`config.mk`:
```
export PLATFORM = sky130hd
export DESIGN_NAME = fetch_pc_stage
export DESIGN_NICKNAME = d
export VERILOG_FILES = /design/src/rtl/fetch_pc_stage.sv
export SDC_FILE = /design/constraint.sdc
export NUM_CORES = 1
export LEC_CHECK = 0
export BUFFER_PORTS_ARGS = -buffer_cell sky130_fd_sc_hd__buf_2
export CAP_MARGIN = 20
export CORE_ASPECT_RATIO = 0.5
export CORE_MARGIN = 5
export CORE_UTILIZATION = 53
export DETAILED_ROUTE_END_ITERATION = 8
export PLACE_DENSITY = 0.95
export SYNTH_ARGS = -nofsm -noshare
export SYNTH_HDL_FRONTEND = slang
export SYNTH_SLANG_ARGS = --single-unit
```
`constraint.sdc`:
```
create_clock -name clk -period 6.4 [get_ports clk]
set_input_delay 0.64 -clock clk [delete_from_list [all_inputs] [get_ports clk]]
set_output_delay 0.64 -clock clk [all_outputs]
set_load 0.02 [all_outputs]
```
`src/rtl/fetch_pc_stage.sv`:
```
// Fetch-PC register and IF stage of the RV32I core: selects the next fetch
// address, issues instruction-memory requests and fills the IF/ID register.
module fetch_pc_stage #(
    parameter logic [31:0] RESET_PC  = 32'h0000_0000,
    parameter logic [31:0] NOP_INSTR = 32'h0000_0013
) (
    input  logic        clk,
    input  logic        rst,
    input  logic        branchTaken,
    input  logic [31:0] newpc,
    input  logic        jalrTaken,
    input  logic [31:0] jalrTarget,
    input  logic        stall,
    input  logic        flush,
    input  logic        haltReq,
    output logic        imemReq,
    output logic [31:0] imemAddr,
    input  logic        imemReady,
    input  logic [31:0] imemRdata,
    output logic [31:0] pc,
    output logic [31:0] pcPlus4,
    output logic [31:0] instr,
    output logic        instrValid,
    output logic        misalignErr,
    output logic        halted
);

    typedef enum logic [1:0] {
        RST_WAIT = 2'd0,
        FETCH    = 2'd1,
        HALTED   = 2'd2
    } state_e;

    state_e      state_q, state_d;
    logic [31:0] fetch_pc_q, fetch_pc_d;
    logic [31:0] pc_q, pc_d;
    logic [31:0] pc_plus4_q, pc_plus4_d;
    logic [31:0] instr_q, instr_d;
    logic        valid_q, valid_d;
    logic        misalign_q, misalign_d;
    logic        halted_q, halted_d;

    logic        redirect;
    logic [31:0] target;
    logic        transfer;

    // JALR has priority; its bit 0 is dropped before alignment is judged.
    assign redirect = jalrTaken | branchTaken;
    assign target   = jalrTaken ? (jalrTarget & 32'hFFFF_FFFE) : newpc;
    assign transfer = imemReq & imemReady;

    // NOTE: state registers use non-blocking assignments so every flop samples
    // the pre-edge values; blocking here would create order-dependent races.
    always_ff @(posedge clk or posedge rst) begin
        if (rst) begin
            state_q <= RST_WAIT;
        end else begin
            state_q <= state_d;
        end
    end

    // NOTE: every combinational output gets a default first so that no path
    // through the case/if leaves it unassigned and infers a latch.
    always_comb begin
        state_d = state_q;
        unique case (state_q)
            RST_WAIT: state_d = FETCH;
            FETCH:    if (haltReq && !redirect) state_d = HALTED;
            HALTED:   if (redirect) state_d = FETCH;
            default:  state_d = RST_WAIT;
        endcase
    end

    always_comb begin
        imemReq = (state_q == FETCH) & ~stall & ~redirect & ~flush & ~haltReq;
    end

    always_comb begin
        fetch_pc_d = fetch_pc_q;
        pc_d       = pc_q;
        pc_plus4_d = pc_plus4_q;
        instr_d    = instr_q;
        valid_d    = valid_q;
        if (redirect) begin
            fetch_pc_d = {target[31:2], 2'b00};
            instr_d    = NOP_INSTR;
            valid_d    = 1'b0;
        end else if (flush) begin
            instr_d    = NOP_INSTR;
            valid_d    = 1'b0;
        end else if (stall) begin
            // IF/ID and fetch PC hold their values.
        end else if (transfer) begin
            pc_d       = fetch_pc_q;
            pc_plus4_d = fetch_pc_q + 32'd4;
            instr_d    = imemRdata;
            valid_d    = 1'b1;
            fetch_pc_d = fetch_pc_q + 32'd4;
        end else begin
            instr_d    = NOP_INSTR;
            valid_d    = 1'b0;
        end
        misalign_d = redirect & (target[1:0] != 2'b00);
        halted_d   = (state_d == HALTED);
    end

    always_ff @(posedge clk or posedge rst) begin
        if (rst) begin
            fetch_pc_q <= RESET_PC;
            pc_q       <= 32'd0;
            pc_plus4_q <= 32'd0;
            instr_q    <= NOP_INSTR;
            valid_q    <= 1'b0;
            misalign_q <= 1'b0;
            halted_q   <= 1'b0;
        end else begin
            fetch_pc_q <= fetch_pc_d;
            pc_q       <= pc_d;
            pc_plus4_q <= pc_plus4_d;
            instr_q    <= instr_d;
            valid_q    <= valid_d;
            misalign_q <= misalign_d;
            halted_q   <= halted_d;
        end
    end

    assign imemAddr    = fetch_pc_q;
    assign pc          = pc_q;
    assign pcPlus4     = pc_plus4_q;
    assign instr       = instr_q;
    assign instrValid  = valid_q;
    assign misalignErr = misalign_q;
    assign halted      = halted_q;

endmodule

```
-- Word-level counts from Yosys, hierarchy flattened
Cells that the tools add are included.
- add/subtract/negate cells: 1
- equality and inequality tests: 6
- muxes and demuxes: 16
- bitwise gates (word level): 11
- reduce and logical (&&, ||, !) cells: 7
- operator list (operator ; number):
    2-to-1 mux 32 bit ; 9
    adder 32 x 3 -> 32 bit (second input constant) ; 1
    AND 1 bit ; 6
    one-hot mux 2 bit (3 select lines) ; 1
    equality test 2 bit (second input constant) ; 2
    2-to-1 mux 1 bit ; 4
    2-to-1 mux 2 bit ; 2
    inequality test 2 x 1 -> 1 bit (second input constant) ; 2
    inverter 1 bit ; 4
    AND reduction 4 bit ; 1
    nonzero test 2 bit ; 2
    inequality test 3 x 1 -> 1 bit (second input constant) ; 1
    AND reduction 3 bit ; 1
    equality test 2 x 1 -> 1 bit (second input constant) ; 1
    logical NOT 2 bit ; 1
    logical AND 1 bit ; 1
    logical NOT 1 bit ; 1
    bitwise OR 1 bit ; 1
- bits in registers: 133
- input bits: 104
- output and inout bits: 132
- logic and storage cells: 49

-- Depth between registers and ports, before layout
- depth after elaboration: 10
- depth in mapped cells: 8

-- Worst setup path after synthesis
Ideal clock, no wire load.
- kind: input port to output port
- start: in jalrTaken
- end: out imemReq
- data arrival time: 1856 ps
- required time: 5760 ps
- slack: 3904 ps
- cell stages on the path: 6
- buffers on the path: 3
- cell sequence: clkbuf_1 clkinv_1 nand2_1 buf_2 buf_1 nor3_1
- longest elaborated chain between the ends: 5
- RTL lines (element ; RTL line ; text):
    start, declared ; 11 ; input logic jalrTaken,
    bitwise OR 1 bit ; 48 ; assign redirect = jalrTaken | branchTaken;
    inverter 1 bit (no source line) ; -- ;
    AND 1 bit (3 in series) ; 75 ; imemReq = (state_q == FETCH) & ~stall & ~redirect & ~flush & ~haltReq;
    end, declared ; 16 ; output logic imemReq,
No other way between the ends.

-- Worst setup path in the final report
Ends and elaborated chain as after synthesis.

==> reports/results.txt <==
Largest cells by area after synthesis -> dfrtp_1 50%, nand2_1 10%, o21ai_0 4.5%
Reg clk slew, reported paths -> 60 ps
Final worst-path setup slack -> 2180 ps
Post-synth cell types -> 55
Least-Margin Pin Slew -> 961.1 ps
Buffers on Ports -> 228
Commonest non-fill, non-tap cell in the layout -> buf_2
H-tree depth -> 4
Via/cell ratio -> 6.157
Via count -> 6385
Total Routing Usage GR -> 0.2885
First-pass iteration count of the detailed router -> 9
Worst path arrival time -> 3580 ps
Antenna violations before repair -> 0
Final hold violation count -> 0
Status -> complete, no violations
MaxCap Viol Count -> 0
Initial Util -> 0.5526
Min Tclk post-route -> 4221 ps
Post-Place Worst Slack -> 2360 ps
Post-CTS Setup Inserts -> 0
Core ar. -> 11180 um2
Nets -> 970
Detailed placement HPWL -> 13300 um
Inst Count DP -> 1002
GP Congestion -> 0.8730
Startpoint class of the critical path -> input port
Crit path from -> jalrTaken
Die height -> 86.36 um
Period utilization -> 0.6595
Total clock buffers created by CTS -> 17
Fillcell total -> 771
VDD IR max -> 0.2033 mV
Max-slew violation count -> 0
Clock net sink count -> 127
Pleak -> 0.004063 uW
Critical path type -> in2out
Avg Inst Size Synth -> 9.279 um2
Die area -> 14050 um2
Worst Reg2Reg Path Length in Cells -> 6
Number of synthesized flops with an enable pin -> 0
Post-Syn Area -> 6180 um2
Total congestion overflow -> 0
Unrepaired setup endpoints after global routing -> false
Fmax -> 236.9 MHz
Post-route insts no fill -> 1037
Yosys Warn Count -> 0
Sequential fraction of the synthesis area -> 0.5149
CTS Hold Bufs -> 0
Power per cell area -> 303.7 nW/um2
Crit Path Max Fanout -> 45
Max-slew headroom -> 0.3577
Vias in the first global route -> 6355
DRC errors left -> 0
Routed Wire Length -> 20760 um
Wire length per cell -> 20.02 um
Clk buf depth -> 2
N_diodes -> 0
Core Util, Final -> 0.7128
Remaining antenna violation count -> 0
First-pass GRT wire length -> 32060 um
Clock Skew -> 6.618 ps
Total negative slack -> 0 ps
Area grow syn2layout -> 28.97%
I/O pin count -> 236
HP Class -> in2async
Reg-to-Reg Start -> state_q[1]
Largest area contributor in the synthesized netlist -> dfrtp_1
Clock Latency Late Sink -> 420 ps
Largest net degree at the start of global routing -> 102
CTS tree -> done
Initial DRC count -> 790
Final-report setup violation count -> 0
Share of Yosys cell area claimed by the top area cell type -> 0.5021
Die Wd -> 162.7 um
Post-synth top flop -> dfrtp_1
Worst path required time -> 5760 ps
Crit. End Element -> output port
CTS root buffer -> clkbuf_16
Cts repair resizes -> 0
Row count -> 27
Commonest non-fill, non-tap cells in the layout -> 228 x buf_2, 164 x nand2_1, 124 x dfrtp_1, 56 x o21ai_0, 30 x a22o_1
Share of layout cells above drive strength 1 -> 0.3246
Async SR Flop Fraction -> 1.000
Synthesized flop and latch total -> 127
Syn Inst Count -> 666
## worst max-delay path, cell delays in order
cell and delay (ps):
buf_2 640, clkinv_1 900, nand2_1 1030, nor3_1 140
buf_2 210
## area by class of cell
cell class	count	area, um2	area share
Inverter	8	32.53	0.004082
Clock inverter	12	136.4	0.01711
Sequential cell	127	3182	0.3992
Multi-Input combinational cell	476	2743	0.3441
Clock buffer	20	466.7	0.05856
Timing Repair Buffer	235	1211	0.1520
Tap cell	159	198.9	0.02496
## report_power, final
group	switching (uW)	total (uW)	leakage (uW)	internal, uW
Combinational	299	457	0.00213	158
Sequential	92.4	985	0.00166	892
Clock	375	980	0.000276	605
Total	766	2420	0.00406	1650
## cells by family after synthesis
group / after synthesis / share of synthesized area
adders and majority gates: 1 / 0.002024
AOI/OAI and AO/OA: 155 / 0.1650
muxes: 7 / 0.01174
and+or+nand+nor: 272 / 0.2077
DFF: 127 / 0.5149
buffers and inverters: 68 / 0.04839
xor gates and xnor gates: 35 / 0.04960
other: 1 / 0.0006068
## final timing paths
path                       slack, ps          end
setup / recovery                2180      imemReq
hold / removal                   400   instrValid
setup reg to reg                2820   pcPlus4[2]
hold reg to reg                  470       pc[10]
max in group asynchronous       4710  pcPlus4[12]
min in group clk                 430  imemAddr[2]
## sequential cells by signal, indices dropped and copies added, names as in the netlist
signal       count
halted           1
misalignErr      1
imemAddr        30
state_q          2
pcPlus4         30
instrValid       1
pc              30
instr           32
## metrics by stage
stage / total power (uW) / hold slack (ps) / area (um2)
6_report: 2421 / 395.7 / 7970
2_1_floorplan: 1251 / 467.9 / 6198
5_1_grt: 2509 / 429.9 / 7970
3_3_place_gp: 1413 / 454.1 / 7327
4_1_cts: 2410 / 424.3 / 7930
3_5_place_dp: 1434 / 458.4 / 7327
## routing by layer
metal / part of all wire / wire length (um) / global-route usage
met1: 0.36 / 7469 / 0.3497
met2: 0.48 / 9901 / 0.4789
met3: 0.12 / 2450 / 0.08694
met4: 0.045 / 938 / 0.1370
met5: 0 / 0 / 0
## Yosys cell counts (3+ instances only)
master	count
o221ai_1	4
a22o_1	30
inv_1	6
nand2_1	164
dfstp_2	3
xnor2_1	22
dfrtp_1	124
xor2_1	13
nand4_1	15
a2bb2oi_1	7
and4_1	7
a211o_1	3
nor2_1	18
buf_1	3
nor4_1	5
nor3_1	9
and2_1	10
buf_2	11
buf_4	8
a31oi_1	9
clkbuf_1	38
nand3_1	19
o22a_1	5
o21ai_0	56
and3_1	8
a21oi_1	26
mux2i_1	5
(Power assumes the default switching activity.)
